[config.mk]
export PLATFORM = sky130hd
export DESIGN_NAME = sha_msg_schedule
export DESIGN_NICKNAME = d
export VERILOG_FILES = /design/src/rtl/sha_pkg.sv /design/src/rtl/sha_schedule_next.sv /design/src/rtl/sha_msg_schedule.sv
export SDC_FILE = /design/constraint.sdc
export NUM_CORES = 1
export LEC_CHECK = 0
export ABC_AREA = 1
export CAP_MARGIN = 20
export CORE_AREA = 2 2 285 287
export CTS_CLUSTER_SIZE = 10
export DETAILED_ROUTE_END_ITERATION = 16
export DIE_AREA = 0 0 287 289
export SYNTH_ARGS = -nofsm -noshare
export SYNTH_HDL_FRONTEND = slang
export SYNTH_SLANG_ARGS = --single-unit
export TNS_END_PERCENT = 20
[constraint.sdc]
create_clock -name clk -period 19.64 [get_ports clk]
set_input_delay 1.964 -clock clk [delete_from_list [all_inputs] [get_ports clk]]
set_output_delay 1.964 -clock clk [all_outputs]
set_load 0.005 [all_outputs]
[src/rtl/sha_pkg.sv]
// Shared SHA-256 types and bit-mixing functions used by both the message
// schedule and the compressor.
package sha_pkg;

    localparam int ROUNDS = 64;

    typedef logic [31:0] Word;
    // Ascending index so that a raw 512-bit block casts with M_0 landing in element 0.
    typedef Word [0:15] Block;

    typedef enum logic {
        IDLE,
        RUN
    } sched_state_e;

    function automatic Word sigma0(input Word x);
        return {x[6:0], x[31:7]} ^ {x[17:0], x[31:18]} ^ {3'b000, x[31:3]};
    endfunction

    function automatic Word sigma1(input Word x);
        return {x[16:0], x[31:17]} ^ {x[18:0], x[31:19]} ^ {10'b0, x[31:10]};
    endfunction

    function automatic Word big_sigma0(input Word x);
        return {x[1:0], x[31:2]} ^ {x[12:0], x[31:13]} ^ {x[21:0], x[31:22]};
    endfunction

    function automatic Word big_sigma1(input Word x);
        return {x[5:0], x[31:6]} ^ {x[10:0], x[31:11]} ^ {x[24:0], x[31:25]};
    endfunction

endpackage

[src/rtl/sha_schedule_next.sv]
// Combinational SHA-256 schedule recurrence: the word sixteen slots ahead of w[0].
module sha_schedule_next
    import sha_pkg::*;
(
    input  logic [31:0] w0,
    input  logic [31:0] w1,
    input  logic [31:0] w9,
    input  logic [31:0] w14,
    output logic [31:0] next_word
);

    assign next_word = sigma1(w14) + w9 + sigma0(w1) + w0;

endmodule

[src/rtl/sha_msg_schedule.sv]
// SHA-256 message-schedule generator: loads a padded block and streams W_0..W_63
// to the compressor, W_t aligned to counter == (t+1) mod 64.
module sha_msg_schedule
    import sha_pkg::*;
(
    input  logic         clk,
    input  logic         rst,
    input  logic         blk_valid,
    input  logic [511:0] blk,
    output logic         blk_ready,
    output logic [5:0]   counter,
    output logic [31:0]  W,
    output logic         busy,
    output logic         done
);

    sched_state_e state_q, state_d;
    logic [5:0]   counter_q, counter_d;
    Block         w_q, w_d;
    logic         done_q, done_d;
    logic         busy_q, busy_d;
    Word          next_word;
    logic         accept;

    sha_schedule_next u_next (
        .w0        (w_q[0]),
        .w1        (w_q[1]),
        .w9        (w_q[9]),
        .w14       (w_q[14]),
        .next_word (next_word)
    );

    // A block can only be taken while the counter sits at zero: idle or the closing slot.
    assign accept = blk_valid && (counter_q == 6'd0);

    always_comb begin
        state_d   = state_q;
        counter_d = counter_q;
        w_d       = w_q;
        if (accept) begin
            state_d   = RUN;
            counter_d = 6'd1;
            w_d       = Block'(blk);
        end else if (counter_q != 6'd0) begin
            state_d   = RUN;
            counter_d = counter_q + 6'd1;
            w_d       = {w_q[1:15], next_word};
        end else begin
            state_d   = IDLE;
        end
        done_d = (state_q == RUN) && (counter_q == 6'(ROUNDS - 1));
        busy_d = (counter_d != 6'd0) || done_d;
    end

    always_ff @(posedge clk or posedge rst) begin
        if (rst) begin
            state_q   <= IDLE;
            counter_q <= 6'd0;
            w_q       <= '0;
            done_q    <= 1'b0;
            busy_q    <= 1'b0;
        end else begin
            state_q   <= state_d;
            counter_q <= counter_d;
            w_q       <= w_d;
            done_q    <= done_d;
            busy_q    <= busy_d;
        end
    end

    assign blk_ready = (counter_q == 6'd0);
    assign counter   = counter_q;
    assign W         = w_q[0];
    assign busy      = busy_q;
    assign done      = done_q;

endmodule

==> results.json <==
{
  "outcome": "finished, final reports clean",
  "finalCriticalPeriod_ps": 5280,
  "dieArea_um2": 82900,
  "drive_above_1_share_pct": 2.94,
  "synthesized_area_fraction_occupied_by_ao_oa_aoi_and_oai_cells_pct": 14.8,
  "first_global_vias": 23900,
  "starting_density_pct": 34.8,
  "remaining_drc_errors": 0,
  "area_growth_syn_to_layout_pct": 28.0,
  "synth_top_family_by_area": "simple AND/OR/NAND/NOR gates",
  "synth.area.mux_share_pct": 0,
  "drtPass1Iterations": 8,
  "clock-skew-final_ps": 36.8,
  "maximum_number_of_pins_on_one_net_before_global_route_repair": 151,
  "r2r_start": "counter[5]$_DFF_PP0_",
  "hpwl_um": 88300,
  "synthesis.nets": 3838,
  "rsz0062_at_grt": "false",
  "tightest_slew_ps": 1110,
  "coreArea_um2": 79900,
  "synth_area_leader_cell": "sky130_fd_sc_hd__dfrtp_1",
  "synth_largest_type_area_fraction_pct": 46.9,
  "final.setup.worst_slack_ps": 14360,
  "syn_inst": 3228,
  "wirelength_um": 114000,
  "setup_total_negative_slack_ps": 0,
  "num_vias": 24200,
  "worst-setup-path-type": "input port to flip-flop",
  "post_cts_setup_bufs": 0,
  "max_clock_buf_depth": 3,
  "clk_pin_slew_ps": 60,
  "cp-startpoint": "blk_valid",
  "rows": 104,
  "synth-simple-area-share_pct": 16.0,
  "chipWidth_um": 287,
  "crit_path_start_kind": "input port",
  "final_nets": 4265,
  "route.antenna.remaining_nets": 0,
  "vias_per_cell": 5.11,
  "adder_cell_area_share_of_the_yosys_netlist_pct": 5.95,
  "hold_class": "flip-flop to flip-flop",
  "clkLatencyLatePin_ps": 650,
  "required_ps": 20110,
  "ys_dominant_reg_cell": "sky130_fd_sc_hd__dfrtp_1",
  "drt_iter0_drc": 2164,
  "clock_sink_count": 521,
  "synth_sequential_area_ratio_pct": 46.9,
  "arrival_time_at_the_worst_endpoint_ps": 5750,
  "synth.distinct_cells": 36,
  "timing.critical_path.to_type": "flip-flop",
  "number_of_antenna_violations_at_the_first_check_in_global_routing": 4,
  "timing.final.crit_share_pct": 26.9,
  "post_cts_resize_count": 0,
  "htree_levels": 2,
  "yosys-top-cells-area": "sky130_fd_sc_hd__dfrtp_1 47%, sky130_fd_sc_hd__nand2_1 13%, sky130_fd_sc_hd__o221ai_1 8.4%",
  "grt_pass1_wl_um": 163000,
  "pin_count": 556,
  "max_freq_ghz": 0.189,
  "synth-async-reset-ratio_pct": 100,
  "cts_root_buffer": "sky130_fd_sc_hd__clkbuf_16",
  "min_from": "w_q[189]$_DFFE_PP0P_",
  "cts_tree": "built",
  "hold_viol": 0,
  "routedWlPerCell_um": 24.0,
  "ys_seq_elements": 521,
  "hold_slack_ps": 482,
  "die_height_um": 289,
  "mappedNetlistArea_um2": 27800,
  "maxCapViolations": 0,
  "critical_path_peak_fanout": 86,
  "grt_remaining_overflow": 0,
  "ctsHoldBuffers": 0,
  "yosysWarningCount": 0,
  "synth_edf_count": 0,
  "port-buffer-count": 555,
  "finalWeightedCongestion": 0.978,
  "cts_buffers": 61,
  "maxSlewHeadroom_pct": 26.2,
  "final_max_slew_viol_count": 0,
  "post_synth_xor_area_fraction_pct": 3.88,
  "dp_worst_setup_slack_ps": 13750,
  "synthesis.area_per_instance_um2": 8.61,
  "globalRouteTotalUtil_pct": 26.9,
  "report.final.setup_viol": 0
}
kinds of logic (layout without fill, tap and decap cells):
family / count (synthesis) / count (layout)
compound gates: 527 / 527
xor+xnor: 123 / 123
flops: 521 / 521
fa+ha+maj: 95 / 95
other cells: 0 / 4
buf+inv: 827 / 1276
simple gates: 1135 / 1135
worst max-delay path: stages:
cell	delay (ps)
sky130_fd_sc_hd__clkdlybuf4s50_1	550
sky130_fd_sc_hd__inv_1	130
sky130_fd_sc_hd__nand2_8	350
sky130_fd_sc_hd__buf_4	840
sky130_fd_sc_hd__buf_4	800
sky130_fd_sc_hd__buf_4	740
sky130_fd_sc_hd__o221ai_1	220
state kept, by name, indices dropped and copies added (netlist names):
signal and count:
busy 1, state_q 1, counter 6, done 1
w_q 480, W 32
layer usage:
metal,vias to the layer above,global-route usage [%],part of all wire (%)
met2,830,45.0,49
met1,12000,36.0,42
met5,-,0,0
met3,176,2.80,5.0
li1,11200,-,-
met4,0,10.8,4.1
Yosys cell counts (2+ instances only):
library cell and instances:
sky130_fd_sc_hd__o21ai_1 19, sky130_fd_sc_hd__nand3b_1 5, sky130_fd_sc_hd__o21ai_0 14, sky130_fd_sc_hd__nand2_4 2
sky130_fd_sc_hd__o221ai_1 265, sky130_fd_sc_hd__buf_6 5, sky130_fd_sc_hd__clkbuf_1 48, sky130_fd_sc_hd__nand2_1 959
sky130_fd_sc_hd__fa_1 62, sky130_fd_sc_hd__a22o_1 2, sky130_fd_sc_hd__o21bai_1 6, sky130_fd_sc_hd__nor2_1 57
sky130_fd_sc_hd__buf_2 118, sky130_fd_sc_hd__nor3_1 6, sky130_fd_sc_hd__inv_1 613, sky130_fd_sc_hd__buf_4 39
sky130_fd_sc_hd__a21o_1 2, sky130_fd_sc_hd__a22oi_1 20, sky130_fd_sc_hd__o22ai_1 9, sky130_fd_sc_hd__dfrtp_1 521
sky130_fd_sc_hd__ha_1 33, sky130_fd_sc_hd__xor2_1 65, sky130_fd_sc_hd__or2_2 7, sky130_fd_sc_hd__a21oi_1 26
sky130_fd_sc_hd__xnor2_1 58, sky130_fd_sc_hd__nand4_1 5, sky130_fd_sc_hd__o211ai_1 158, sky130_fd_sc_hd__a31oi_1 6
sky130_fd_sc_hd__nand3_1 90, sky130_fd_sc_hd__inv_2 2
metrics by stage:
stage               std cells  cell area, um2  utilization, %
floorplan                3228           27800               -
global placement         4652           33800            42.2
detailed placement       4652           33800            42.2
CTS                      4737           35600            44.5
global route             4740           35600            44.5
finish                   4741           35600            44.5
final timing paths:
kind                       depth (start not counted)                   end  slack, ps
min                                                2  w_q[189]$_DFFE_PP0P_        480
max in group asynchronous                          4  w_q[466]$_DFFE_PP0P_      15420
max reg2reg                                        6  w_q[375]$_DFFE_PP0P_      15220
min in group asynchronous                          2  w_q[164]$_DFFE_PP0P_       1850
min reg2reg                                        2  w_q[189]$_DFFE_PP0P_        480
max                                                7  w_q[421]$_DFFE_PP0P_      14360
layout by cell type, fill, tap and decap left out, types with 3 or more instances in the layout:
| cell | count |
|---|---|
| sky130_fd_sc_hd__a21oi_1 | 26 |
| sky130_fd_sc_hd__a22oi_1 | 20 |
| sky130_fd_sc_hd__a31oi_1 | 6 |
| sky130_fd_sc_hd__buf_4 | 19 |
| sky130_fd_sc_hd__clkbuf_1 | 11 |
| sky130_fd_sc_hd__clkbuf_16 | 61 |
| sky130_fd_sc_hd__clkbuf_8 | 6 |
| sky130_fd_sc_hd__clkdlybuf4s50_1 | 555 |
| sky130_fd_sc_hd__clkinv_16 | 3 |
| sky130_fd_sc_hd__dfrtp_1 | 521 |
| sky130_fd_sc_hd__diode_2 | 4 |
| sky130_fd_sc_hd__fa_1 | 62 |
| sky130_fd_sc_hd__ha_1 | 33 |
| sky130_fd_sc_hd__inv_1 | 612 |
| sky130_fd_sc_hd__nand2_1 | 959 |
| sky130_fd_sc_hd__nand3_1 | 90 |
| sky130_fd_sc_hd__nand3b_1 | 5 |
| sky130_fd_sc_hd__nand4_1 | 5 |
| sky130_fd_sc_hd__nor2_1 | 57 |
| sky130_fd_sc_hd__nor3_1 | 6 |
| sky130_fd_sc_hd__o211ai_1 | 158 |
| sky130_fd_sc_hd__o21ai_0 | 14 |
| sky130_fd_sc_hd__o21ai_1 | 19 |
| sky130_fd_sc_hd__o21bai_1 | 6 |
| sky130_fd_sc_hd__o221ai_1 | 265 |
| sky130_fd_sc_hd__o22ai_1 | 9 |
| sky130_fd_sc_hd__or2_2 | 7 |
| sky130_fd_sc_hd__xnor2_1 | 58 |
| sky130_fd_sc_hd__xor2_1 | 65 |
cell type report:
cell class	count	area [um2]
Clock buffer	78	1650
Multi-Input combinational cell	1880	11300
Sequential cell	521	13000
Antenna cell	4	10.0
Timing Repair Buffer	575	5720
Tap cell	1060	1330
Inverter	616	2350
Fill cell	7916	44300
Clock inverter	7	163
Power is not shown: default switching activity piles up to over one toggle a cycle in this logic, so the estimate is an artifact.
